--- config.mk ---
export PLATFORM = sky130hd
export DESIGN_NAME = decap_bank_seq
export DESIGN_NICKNAME = d
export VERILOG_FILES = /design/src/rtl/decap_pkg.sv /design/src/rtl/decap_step_timer.sv /design/src/rtl/decap_bank_seq.sv
export SDC_FILE = /design/constraint.sdc
export NUM_CORES = 1
export LEC_CHECK = 0
export ABC_AREA = 1
export CAP_MARGIN = 20
export CORE_MARGIN = 2
export CORE_UTILIZATION = 54
export CTS_CLUSTER_SIZE = 30
export DETAILED_ROUTE_END_ITERATION = 12
export PLACE_DENSITY = 0.87
export SYNTH_ARGS = -nofsm -noshare
export SYNTH_HDL_FRONTEND = slang
export SYNTH_SLANG_ARGS = --single-unit
--- constraint.sdc ---
create_clock -name clk -period 7.5 [get_ports clk]
set_clock_uncertainty 0.2 [all_clocks]
set_input_delay 2.25 -clock clk [delete_from_list [all_inputs] [get_ports clk]]
set_output_delay 2.25 -clock clk [all_outputs]
set_load 0.05 [all_outputs]
--- src/rtl/decap_pkg.sv ---
// rtl/decap_pkg.sv - shared types and helpers for the decap bank sequencer
package decap_pkg;

    // Largest bank the thermometer helper can describe
    localparam int MAX_SEG = 64;

    // Sequencer states
    typedef enum logic [0:0] {
        S_IDLE = 1'b0,
        S_RAMP = 1'b1
    } state_e;

    // Width needed to hold a segment count in 0..n_seg
    function automatic int seg_w(input int n_seg);
        return $clog2(n_seg + 1);
    endfunction

    // Thermometer code: bit i set iff i < n; callers truncate to their bank size
    function automatic logic [MAX_SEG-1:0] therm(input logic [6:0] n);
        logic [MAX_SEG-1:0] v;
        v = '0;
        for (int i = 0; i < MAX_SEG; i++) begin
            v[i] = (i < int'(n));
        end
        return v;
    endfunction

endpackage

--- src/rtl/decap_step_timer.sv ---
// rtl/decap_step_timer.sv - step interval countdown for the decap sequencer
module decap_step_timer
    import decap_pkg::*;
#(
    parameter int STEP_CYCLES = 4
) (
    input  logic clk,
    input  logic rst,
    input  logic load,
    input  logic clr,
    input  logic en,
    output logic tick
);

    // A one-cycle interval still needs a 1-bit counter that simply sits at zero
    localparam int TW = (STEP_CYCLES > 1) ? $clog2(STEP_CYCLES) : 1;
    localparam logic [TW-1:0] RELOAD = TW'(STEP_CYCLES - 1);
    localparam logic [TW-1:0] ONE    = TW'(1);

    logic [TW-1:0] count_q;

    assign tick = en && (count_q == '0);

    // Countdown: clear wins over load, load wins over counting; wraps to RELOAD on tick
    always_ff @(posedge clk) begin
        if (rst || clr) begin
            count_q <= '0;
        end else if (load) begin
            count_q <= RELOAD;
        end else if (en) begin
            if (count_q == '0) begin
                count_q <= RELOAD;
            end else begin
                count_q <= count_q - ONE;
            end
        end
    end

endmodule

--- src/rtl/decap_bank_seq.sv ---
// rtl/decap_bank_seq.sv - one-segment-at-a-time sequencer for a switchable decap bank
module decap_bank_seq
    import decap_pkg::*;
#(
    parameter int N_SEG       = 8,
    parameter int STEP_CYCLES = 4,
    parameter int SEG_W       = seg_w(N_SEG)
) (
    input  logic             clk,
    input  logic             rst,
    input  logic             go,
    input  logic [SEG_W-1:0] tgt,
    input  logic             abort,
    output logic [N_SEG-1:0] seg_en,
    output logic [SEG_W-1:0] cur,
    output logic             busy,
    output logic             done,
    output logic             tie_hi,
    output logic             tie_lo
);

    localparam logic [SEG_W-1:0] N_SEG_W = SEG_W'(N_SEG);
    localparam logic [SEG_W-1:0] ONE     = SEG_W'(1);

    state_e           state_q;
    logic [SEG_W-1:0] cur_q;
    logic [SEG_W-1:0] tgt_q;
    logic             busy_q;
    logic             done_q;
    logic             tie_hi_q;

    logic [SEG_W-1:0] tgt_c;
    logic [SEG_W-1:0] tgt_eff;
    logic [SEG_W-1:0] cur_d;
    logic             tick;
    logic             timer_load;
    logic             timer_clr;
    logic             timer_en;

    // Clamp the request, pick the target the next step heads for, and form the stepped count
    always_comb begin
        tgt_c   = (tgt > N_SEG_W) ? N_SEG_W : tgt;
        tgt_eff = go ? tgt_c : tgt_q;
        cur_d   = (tgt_eff > cur_q) ? (cur_q + ONE) : (cur_q - ONE);
    end

    // The timer restarts only when a ramp starts from idle; a retarget keeps the cadence
    always_comb begin
        timer_clr  = abort;
        timer_load = (state_q == S_IDLE) && go && (tgt_c != cur_q);
        timer_en   = (state_q == S_RAMP);
    end

    decap_step_timer #(
        .STEP_CYCLES (STEP_CYCLES)
    ) u_timer (
        .clk  (clk),
        .rst  (rst),
        .load (timer_load),
        .clr  (timer_clr),
        .en   (timer_en),
        .tick (tick)
    );

    // Sequencer FSM with target latch, segment counter and registered status outputs
    always_ff @(posedge clk) begin
        if (rst) begin
            state_q  <= S_IDLE;
            cur_q    <= '0;
            tgt_q    <= '0;
            busy_q   <= 1'b0;
            done_q   <= 1'b0;
            tie_hi_q <= 1'b0;
        end else begin
            tie_hi_q <= 1'b1;
            done_q   <= 1'b0;
            if (abort) begin
                state_q <= S_IDLE;
                busy_q  <= 1'b0;
            end else begin
                case (state_q)
                    S_IDLE: begin
                        if (go) begin
                            if (tgt_c != cur_q) begin
                                tgt_q   <= tgt_c;
                                state_q <= S_RAMP;
                                busy_q  <= 1'b1;
                            end else begin
                                done_q <= 1'b1;
                            end
                        end
                    end
                    S_RAMP: begin
                        if (go && (tgt_c == cur_q)) begin
                            tgt_q   <= tgt_c;
                            state_q <= S_IDLE;
                            busy_q  <= 1'b0;
                            done_q  <= 1'b1;
                        end else begin
                            if (go) begin
                                tgt_q <= tgt_c;
                            end
                            if (tick) begin
                                cur_q <= cur_d;
                                if (cur_d == tgt_eff) begin
                                    state_q <= S_IDLE;
                                    busy_q  <= 1'b0;
                                    done_q  <= 1'b1;
                                end
                            end
                        end
                    end
                    default: begin
                        state_q <= S_IDLE;
                        busy_q  <= 1'b0;
                    end
                endcase
            end
        end
    end

    assign seg_en = N_SEG'(therm(7'(cur_q)));
    assign cur    = cur_q;
    assign busy   = busy_q;
    assign done   = done_q;
    assign tie_hi = tie_hi_q;
    assign tie_lo = 1'b0;

endmodule
==> reports/results.txt, run 1 <==
Status - finished, final reports clean
Worst hold path class - flip-flop to flip-flop
Die Wd - 49.7 um
Buf/Inv on CP - 2
Slowest library cell on the worst path - clkdlybuf4s50_1
Hold depth - 2
Htree depth - 1
Startpoint types - flip-flop
# nets final - 219
Initial antenna violation count - 0
Initial Util - 57.6%
RSZ-0062 raised after global routing - false
Die ar. - 2470 um^2
Row count - 16
Crit path required time - 5.05 ns
Worst R2R Setup Slack - 5.06 ns
Syn nets - 196
Clk Latency, worst-skew pair - 0.29 ns
Cell area after synthesis - 1130 um^2
Yosys warns - 0
Max-slew violation count - 0
Max-Slew Margin vs Limit - 66.2%
P per Cell Area - 167 nW/um^2
Ys flop type - dfxtp_1
Async S/R FF share, synth - 0%
Setup ws final - 2.73 ns
Post-synth cell types - 27
CP Class - flip-flop to primary output
Area delta synth->final - 21.9%
Avg Vias per Cell - 5.28
CP Depth - 4
Placed cell areas - 1340 um^2
Final worst path period share - 63.6%
WL per Instance - 12.1 um
Clock sink total - 14
Worst R2R Path Depth - 14
Die Span Y - 49.7 um
# Max-Cap Violations - 0
Final ANT Viol Nets - 0
Final wirelength - 2780 um
DP HPWL - 2140 um
Worst slew pin tran - 0.505 ns
Cells after Synth - 180
Final worst path period need - 4.77 ns
Clk pin slew, worst setup/hold paths - 0.10 ns
CTS tree - yes
Drt pass-1 iters - 4
GP Congestion - 0.975
Final Setup Violations - 0
Core Box Area - 1960 um^2
Area leader, netlist - dfxtp_1
Synth top area share - 24.8%
All-Layer GR Usage - 25.6%
Setup TNS - 0 ns
Max stage delay on crit path - 0.82 ns
First-pass GRT wire length - 4890 um
Fin area - 1380 um^2
Number of remaining DRC errors - 0
Critical Path Fanout Max - 8
Sequence of cells on the critical path - inv_1, ha_1, o21ai_0, clkdlybuf4s50_1
Leakage - 0.690 nW
DRT iter0 DRCs - 42
Critical path data arrival time - 2.32 ns
Root Driver - clkbuf_4
Flops & latches, synth - 14
CTS Buffer Depth - 2
Final hold violation count - 0
Register area share after synthesis - 24.8%
CTS Buf Count - 3
Via count - 1,208
Post-cts sizing count - 0
CTS Hold Bufs - 0
Pre-CTS WS - 2.52 ns
Most instantiated library cell after synthesis - nand2_1
Critical path capture point type - primary output
Post-synth EDFFs - 0
Vias in the first global route - 1,126
Share of layout cells above drive strength 1 - 8.42%
Antenna cells - 0
Top post-synthesis cells by area - dfxtp_1 (25%), nand2_1 (18%), ha_1 (8.9%), inv_1 (7.3%), nand3_1 (6.6%)
Synth top cells by count - nand2_1 (53), inv_1 (22), nor2_1 (20)
Number of buffers added for setup after CTS - 0
Family with the most delay on the worst path - buffers and inverters
Mean Syn Cell Area - 6.28 um^2
Ports - 24
Grt total ovfl - 0
Input/output buffers - 22
Tot Pwr - 230 uW
Peak Freq - 210 MHz
Max rail drop VDD - 0.106 mV
Largest net degree at the start of global routing - 11
## path summary, 6_finish.rpt
path | from | to
worst min register to register | tgt_q[0] | tgt_q[0]
worst max-delay path | cur[0] | seg_en[4]
worst max register to register | flip-flop | state_q
worst min-delay path | tgt_q[0] | tgt_q[0]
## layout by cell type, fill, tap and decap left out, drive strengths merged
cell and count:
a21oi 10, a22oi 1, a31oi 1, clkbuf 4, clkdlybuf4s50 22, clkinv 2
conb 1, dfxtp 14, ha 8, inv 26, nand2 57, nand3 17
nand3b 1, nand4 1, nor2 21, nor3 3, o21ai 10, o31ai 1
xnor2 1, xor2 1
## cell type report
cell class / instances / area (um^2)
Multi-Input combinational cell: 134 / 702
Tap cell: 27 / 33.8
Inverter: 28 / 105
Fill cell: 191 / 584
Clock buffer: 4 / 36.3
Timing Repair Buffer: 22 / 220
Sequential cell: 14 / 280
## cells by family after synthesis
family | Yosys count | synth area share (%)
xor gates and xnor gates | 2 | 1.55
adders and majority gates | 8 | 8.86
buffers and inverters | 32 | 13.1
other | 1 | 0.332
AOI/OAI and AO/OA | 23 | 11.2
and+or+nand+nor | 100 | 40.2
DFF | 14 | 24.8
## worst reg2reg max path, cell delays in order (launching register included)
cell	delay, ns
dfxtp_1	0.32
inv_1	0.04
o21ai_0	0.39
ha_1	0.34
nand2_1	0.07
nand2_1	0.04
nand2_1	0.05
nand2_1	0.16
nand2_2	0.17
nand2_1	0.09
a21oi_1	0.12
nor2_1	0.06
nand2_1	0.08
nand2_1	0.07
a21oi_1	0.16
## per-stage QoR
stage / hold WS (ns) / instances / util, %
6_report: 0.287 / 229 / 70.2
5_1_grt: 0.340 / 229 / 70.2
4_1_cts: 0.287 / 229 / 70.2
3_5_place_dp: 0.265 / 225 / 68.4
3_3_place_gp: 0.263 / 225 / 68.4
2_1_floorplan: 0.248 / 180 / -
## report_power, final
group / internal [mW] / switching (mW)
Sequential: 0.0787 / 0.00407
Clock: 0.0296 / 0.0269
Combinational: 0.0307 / 0.0599
## metal layers
metal	vias up	GRT usage [%]	share of wire (%)
li1	610	-	-
met1	522	29.5	42
met2	64	44.9	48
met3	12	4.24	6.7
met4	0	13.0	2.7
met5	-	0	0
Power figures use the tool's default switching activity.
==> inputs of run 2 (changes only) <==
--- a/config.mk
+++ b/config.mk
@@ -8,10 +8,10 @@
 export ABC_AREA = 1
 export CAP_MARGIN = 20
 export CORE_MARGIN = 2
-export CORE_UTILIZATION = 54
+export CORE_UTILIZATION = 50
 export CTS_CLUSTER_SIZE = 30
 export DETAILED_ROUTE_END_ITERATION = 12
-export PLACE_DENSITY = 0.87
+export PLACE_DENSITY = 0.82
 export SYNTH_ARGS = -nofsm -noshare
 export SYNTH_HDL_FRONTEND = slang
 export SYNTH_SLANG_ARGS = --single-unit
==> constraint.sdc (replaced) <==
create_clock -name clk -period 4.96 [get_ports clk]
set_clock_uncertainty 0.2 [all_clocks]
set_input_delay 1.488 -clock clk [delete_from_list [all_inputs] [get_ports clk]]
set_output_delay 1.488 -clock clk [all_outputs]
set_load 0.05 [all_outputs]
==> run 2 against run 1 <==
Net effect: register-to-register slack got worse by 2.6 ns; sequential cell count unchanged; critical path depth unchanged; first-iteration DRC count decreased by 52%; critical path type unchanged.
==> reports/results.txt, run 2 (synthesis results as in run 1) <==
Family with the most delay on the worst path - buffers and inverters
Post-cts sizing count - 0 (unchanged)
CTS tree - yes
Final hold violation count - 0 (unchanged)
Global route hottest layer - met2
Die Wd - 51.5 um (+3.6%)
Most frequent cells in the layout - nand2_1 (53), inv_1 (22), clkdlybuf4s50_1 (22)
CTS Buf Count - 3 (unchanged)
Buf/Inv on CP - 2 (unchanged)
Met3 Track Usage GR - 0.862% (-3.4 points)
Initial antenna violation count - 0 (unchanged)
Htree depth - 1 (unchanged)
P per Cell Area - 249 nW/um^2 (+49%)
# nets final - 219 (unchanged)
Clk pin slew, worst setup/hold paths - 0.08 ns (-0.02 ns)
Via count - 1,170 (-3.1%)
Slowest library cell on the worst path - clkdlybuf4s50_1
GP Congestion - 0.907 (-7.0%)
Clock sink total - 14 (unchanged)
# Max-Cap Violations - 0 (unchanged)
Met1 GRT Util - 29.8% (+0.30 points)
Ports - 24 (unchanged)
DRT iter0 DRCs - 20 (-52%)
Share of layout cells above drive strength 1 - 8.42% (unchanged)
Area delta synth->final - 22.0% (about the same)
Max stage delay on crit path - 0.84 ns (+0.02 ns)
Final wirelength - 2670 um (-3.9%)
Most common library cell in the layout ignoring fill and taps - nand2_1
WL per Instance - 11.6 um (-4.3%)
Max-slew violation count - 0 (unchanged)
All-Layer GR Usage - 22.8% (-2.8 points)
CTS Hold Bufs - 0 (unchanged)
Final worst path period need - 4.03 ns
Core Box Area - 2170 um^2 (+11%)
Critical path data arrival time - 2.34 ns (+0.02 ns)
Leakage - 0.690 nW (unchanged)
Number of buffers added for setup after CTS - 0 (unchanged)
Final ANT Viol Nets - 0 (unchanged)
Die ar. - 2660 um^2 (+7.3%)
GRT met2 Usage - 38.7% (-6.2 points)
Crit path required time - 3.27 ns (-1.78 ns)
Clk Latency, worst-skew pair - 0.28 ns (about the same)
Sequence of cells on the critical path - inv_1, ha_1, o21ai_0, clkdlybuf4s50_1
Die Span Y - 51.5 um (+3.6%)
RSZ-0062 raised after global routing - false
Root Driver - clkbuf_4
Input/output buffers - 22 (unchanged)
Antenna cells - 0 (unchanged)
Vias in the first global route - 1,079 (-4.2%)
CTS Buffer Depth - 2 (unchanged)
Number of remaining DRC errors - 0 (unchanged)
Largest net degree at the start of global routing - 11 (unchanged)
CP Class - flip-flop to primary output
Startpoint types - flip-flop
Initial Util - 52.1% (-5.5 points)
Critical Path Fanout Max - 8 (unchanged)
Max-Slew Margin vs Limit - 65.8% (-0.49 points)
Final Setup Violations - 0 (unchanged)
Peak Freq - 248 MHz
Setup TNS - 0 ns (unchanged)
Fillers - 211 (+10%)
DP HPWL - 2180 um (+2.0%)
Final worst path period share - 81.2%
Max rail drop VDD - 0.259 mV (+150%)
Worst slew pin tran - 0.512 ns (+0.00731 ns)
Avg Vias per Cell - 5.09 (-3.6%)
Grt total ovfl - 0 (unchanged)
Row count - 17 (+1)
Critical path capture point type - primary output
First-pass GRT wire length - 4570 um (-6.5%)
Worst hold slack - 0.293 ns (+0.00548 ns)
Worst hold path class - flip-flop to flip-flop
Status - finished, final reports clean
Drt pass-1 iters - 4 (unchanged)
## run 2: cell counts in the layout (fill, tap and decap cells not counted)
No cell type changed its count.
## run 2: layer usage
| metal | part of all wire (%) | wire [um] |
|---|---|---|
| met1 | 45 | 1200 |
| met2 | 50 | 1330 |
| met3 | 3.1 | 83 |
| met4 | 2.2 | 58 |
| met5 | 0 | 0 |
## run 2: worst register-to-register path, cell delays in order, from the launching register on
cell      delay, ns
dfxtp_1        0.55
inv_1          0.19
ha_1           0.33
nand2_1        0.07
clkinv_1       0.07
nand2_1        0.06
nand2_1        0.14
nand2_2        0.16
nand2_1        0.10
nand3b_1       0.09
nand2_1        0.07
nor2_1         0.09
nand2_1        0.08
nand2_1        0.08
a21oi_1        0.07
## run 2: path summary, 6_finish.rpt
check | startpoint | endpoint | slack [ns] | cells past startpoint
setup / recovery | cur[0] | seg_en[1] | 0.93 | 4
hold / removal | tgt_q[0] | tgt_q[0] | 0.29 | 2
setup reg to reg | cur[2] | state_q | 2.48 | 14
hold reg to reg | tgt_q[0] | tgt_q[0] | 0.29 | 2
## run 2: area by class of cell
class	count	area, um^2	area share (%)
sequential	14	280	20.3
inverter	28	105	7.62
clock buffer	4	36.3	2.63
multi-input combinational	134	702	50.9
tap	28	35.0	2.54
timing repair buffer	22	220	16.0
## run 2: stage by stage
stage	area (um^2)	total power, mW	util, %	std cells	setup slack, ns
after global routing	1380	0.365	63.6	230	0.790
after detailed placement	1340	0.263	61.9	226	0.743
final	1380	0.343	63.6	230	0.931
after CTS	1380	0.346	63.6	230	0.939
after floorplan	1130	0.229	-	180	0.938
after global placement	1340	0.259	61.9	226	0.818
## run 2: where the power goes
| part | switching (mW) | total (mW) | internal, mW |
|---|---|---|---|
| Clock | 0.0370 | 0.0817 | 0.0447 |
| Sequential | 0.00547 | 0.124 | 0.119 |
| Combinational | 0.0905 | 0.137 | 0.0465 |
| Total | 0.133 | 0.343 | 0.210 |
==> inputs of run 3 (changes only) <==
--- a/config.mk
+++ b/config.mk
@@ -8,10 +8,10 @@
 export ABC_AREA = 1
 export CAP_MARGIN = 20
 export CORE_MARGIN = 2
-export CORE_UTILIZATION = 50
+export CORE_UTILIZATION = 45
 export CTS_CLUSTER_SIZE = 30
 export DETAILED_ROUTE_END_ITERATION = 12
-export PLACE_DENSITY = 0.82
+export PLACE_DENSITY = 0.78
 export SYNTH_ARGS = -nofsm -noshare
 export SYNTH_HDL_FRONTEND = slang
 export SYNTH_SLANG_ARGS = --single-unit
==> constraint.sdc (replaced) <==
create_clock -name clk -period 3.7 [get_ports clk]
set_clock_uncertainty 0.2 [all_clocks]
set_input_delay 1.11 -clock clk [delete_from_list [all_inputs] [get_ports clk]]
set_output_delay 1.11 -clock clk [all_outputs]
set_load 0.05 [all_outputs]
==> run 3 against run 2 <==
Net effect: clock power is 37% higher; sequential share of layout area is 0.33 points lower; sequential cell count stayed put; combinational power is 33% higher; worst setup slack worse by 0.81 ns; largest cell class unchanged.
==> reports/results.txt, run 3 (synthesis results as in run 1) <==
Critical path capture point type - primary output
Buf/Inv on CP - 2 (unchanged)
Most frequent cells in the layout - nand2_1 (53), inv_1 (22), nor2_1 (20), clkdlybuf4s50_1 (20), nand3_1 (15)
WL per Instance - 11.1 um (-4.4%)
Antenna cells - 0 (unchanged)
Status - finished, final reports clean
Max stage delay on crit path - 0.82 ns (-0.02 ns)
Crit path required time - 2.39 ns (-0.88 ns)
Area of the multi-input gates - 702 um^2 (unchanged)
Die Span Y - 54.1 um (+5.0%)
Area delta synth->final - 24.0%
Critical Path Fanout Max - 8 (unchanged)
Setup ws final - 0.125 ns (-0.806 ns)
CTS tree - yes
Peak Freq - 280 MHz
# nets final - 221 (+0.91%)
Via count - 1,176 (+0.51%)
Row count - 18 (+1)
Final hold violation count - 0 (unchanged)
Initial antenna violation count - 0 (unchanged)
Sequence of cells on the critical path - inv_1, ha_1, o21ai_0, clkdlybuf4s50_1
Largest net degree at the start of global routing - 11 (unchanged)
Worst R2R Setup Slack - 1.27 ns (-1.21 ns)
Combinational share of power - 39.5% (-0.4 points)
First-pass GRT wire length - 4350 um (-4.7%)
Clock sink total - 14 (unchanged)
DRT iter0 DRCs - 39 (+95%)
Family with the most delay on the worst path - buffers and inverters
All-Layer GR Usage - 20.1% (-2.6 points)
Sequential cell area - 280 um^2 (unchanged)
Setup TNS - 0 ns (unchanged)
Initial Util - 46.5% (-5.6 points)
P per Cell Area - 329 nW/um^2 (+32%)
Final ANT Viol Nets - 0 (unchanged)
Fillers - 248 (+18%)
Avg Vias per Cell - 5.03 (-1.2%)
Leakage - 0.727 nW (+5.3%)
R2r endpoint - busy
Core Box Area - 2430 um^2 (+12%)
Htree depth - 1 (unchanged)
Final wirelength - 2590 um (-2.8%)
CTS Buffer Depth - 2 (unchanged)
Sw power - 179 uW (+34%)
Slowest library cell on the worst path - clkdlybuf4s50_1
Placed cell areas - 1360 um^2 (+1.3%)
Drt pass-1 iters - 4 (unchanged)
Pint - 283 uW (+35%)
Worst hold path class - flip-flop to flip-flop
Root Driver - clkbuf_4
RSZ-0062 raised after global routing - false
Input/output buffers - 22 (unchanged)
Clk Latency, worst-skew pair - 0.29 ns (about the same)
WHS Endpoint - tgt_q[0]
Beginning of the worst hold path - tgt_q[0]
Final Setup Violations - 0 (unchanged)
Max-Slew Margin vs Limit - 66.6% (+0.86 points)
Max-slew violation count - 0 (unchanged)
Worst R2R Path Depth - 15 (+1)
Share of layout cells above drive strength 1 - 9.31% (+0.90 points)
Setup crit start - cur[0]
Die ar. - 2930 um^2 (+10%)
Critical path data arrival time - 2.26 ns (-0.08 ns)
# Max-Cap Violations - 0 (unchanged)
Final worst path period need - 3.57 ns
DP HPWL - 2060 um (-5.8%)
GP Congestion - 0.912 (+0.57%)
Worst slew pin tran - 0.499 ns (-0.0128 ns)
Grt total ovfl - 0 (unchanged)
Fin area - 1400 um^2 (+1.6%)
Clock share of power - 24.3% (+0.5 points)
Number of remaining DRC errors - 0 (unchanged)
Pre-CTS WS - -0.0471 ns (-0.790 ns)
CP Class - flip-flop to primary output
Die Wd - 54.1 um (+5.0%)
Ports - 24 (unchanged)
Switching Share - 38.7% (-0.081 points)
Startpoint types - flip-flop
Hold depth - 2 (unchanged)
Most common library cell in the layout ignoring fill and taps - nand2_1
CTS Buf Count - 3 (unchanged)
CTS Hold Bufs - 0 (unchanged)
Max rail drop VDD - 0.259 mV (+0.10%)
Vias in the first global route - 1,087 (+0.74%)
Final worst path period share - 96.6%
Clk pin slew, worst setup/hold paths - 0.08 ns (about the same)
Sequential power share - 36.2% (about the same)
[run 3: power by group through the flow]
stage / logic [mW] / clock network (mW) / registers, mW
2_1_floorplan: 0.128 / 0 / 0.178
3_3_place_gp: 0.176 / 0 / 0.170
3_5_place_dp: 0.181 / 0 / 0.171
4_1_cts: 0.182 / 0.111 / 0.167
5_1_grt: 0.202 / 0.119 / 0.168
6_report: 0.182 / 0.112 / 0.167
[run 3: metrics by stage]
| stage | std cells | hold slack (ns) | utilization [%] | power [mW] |
|---|---|---|---|---|
| floorplan | 180 | 0.248 | - | 0.306 |
| global placement | 230 | 0.274 | 55.9 | 0.346 |
| detailed placement | 230 | 0.302 | 55.9 | 0.352 |
| CTS | 234 | 0.318 | 57.4 | 0.460 |
| global route | 234 | 0.346 | 57.6 | 0.490 |
| finish | 234 | 0.317 | 57.6 | 0.461 |
[run 3: layout make-up]
type                            instances  area share (%)
Multi-Input combinational cell        134            50.1
Sequential cell                        14            20.0
Timing Repair Buffer                   24            17.1
Inverter                               28            7.50
Tap cell                               30            2.68
Clock buffer                            4            2.59
[run 3: worst reg2reg max path: cells and delay by family (launching register included)]
kind,cells,cell delay (ns)
simple gates,11,0.95
fa+ha+maj,1,0.34
buf+inv,1,0.05
flops,1,0.33
compound gates,2,0.46
[run 3: worst max-delay path by stage]
stage | to | slack (ns) | cells after the start
2_1_floorplan | seg_en[1] | 0.06 | 3
3_3_place_gp | busy | 0.02 | 16
3_5_place_dp | busy | -0.05 | 16
4_1_cts | seg_en[1] | 0.13 | 4
5_1_grt | seg_en[1] | 0.02 | 4
6_report | seg_en[1] | 0.13 | 4
[run 3: timing repair]
item / in CTS / in global routing
endpoints found under the setup margin: 0 / 3
gates resized for setup: 0 / 2
buffers inserted: 0 / 0
[run 3: layer usage]
layer  track usage, %  wire [um]  part of all wire, %  vias to the layer above
met5                0          0                    0                        -
met2             35.6       1250                   48                       27
met1             24.2       1190                   46                      523
met3             2.78        109                  4.2                        5
met4             8.33         47                  1.8                        0
li1                 -          -                    -                      621
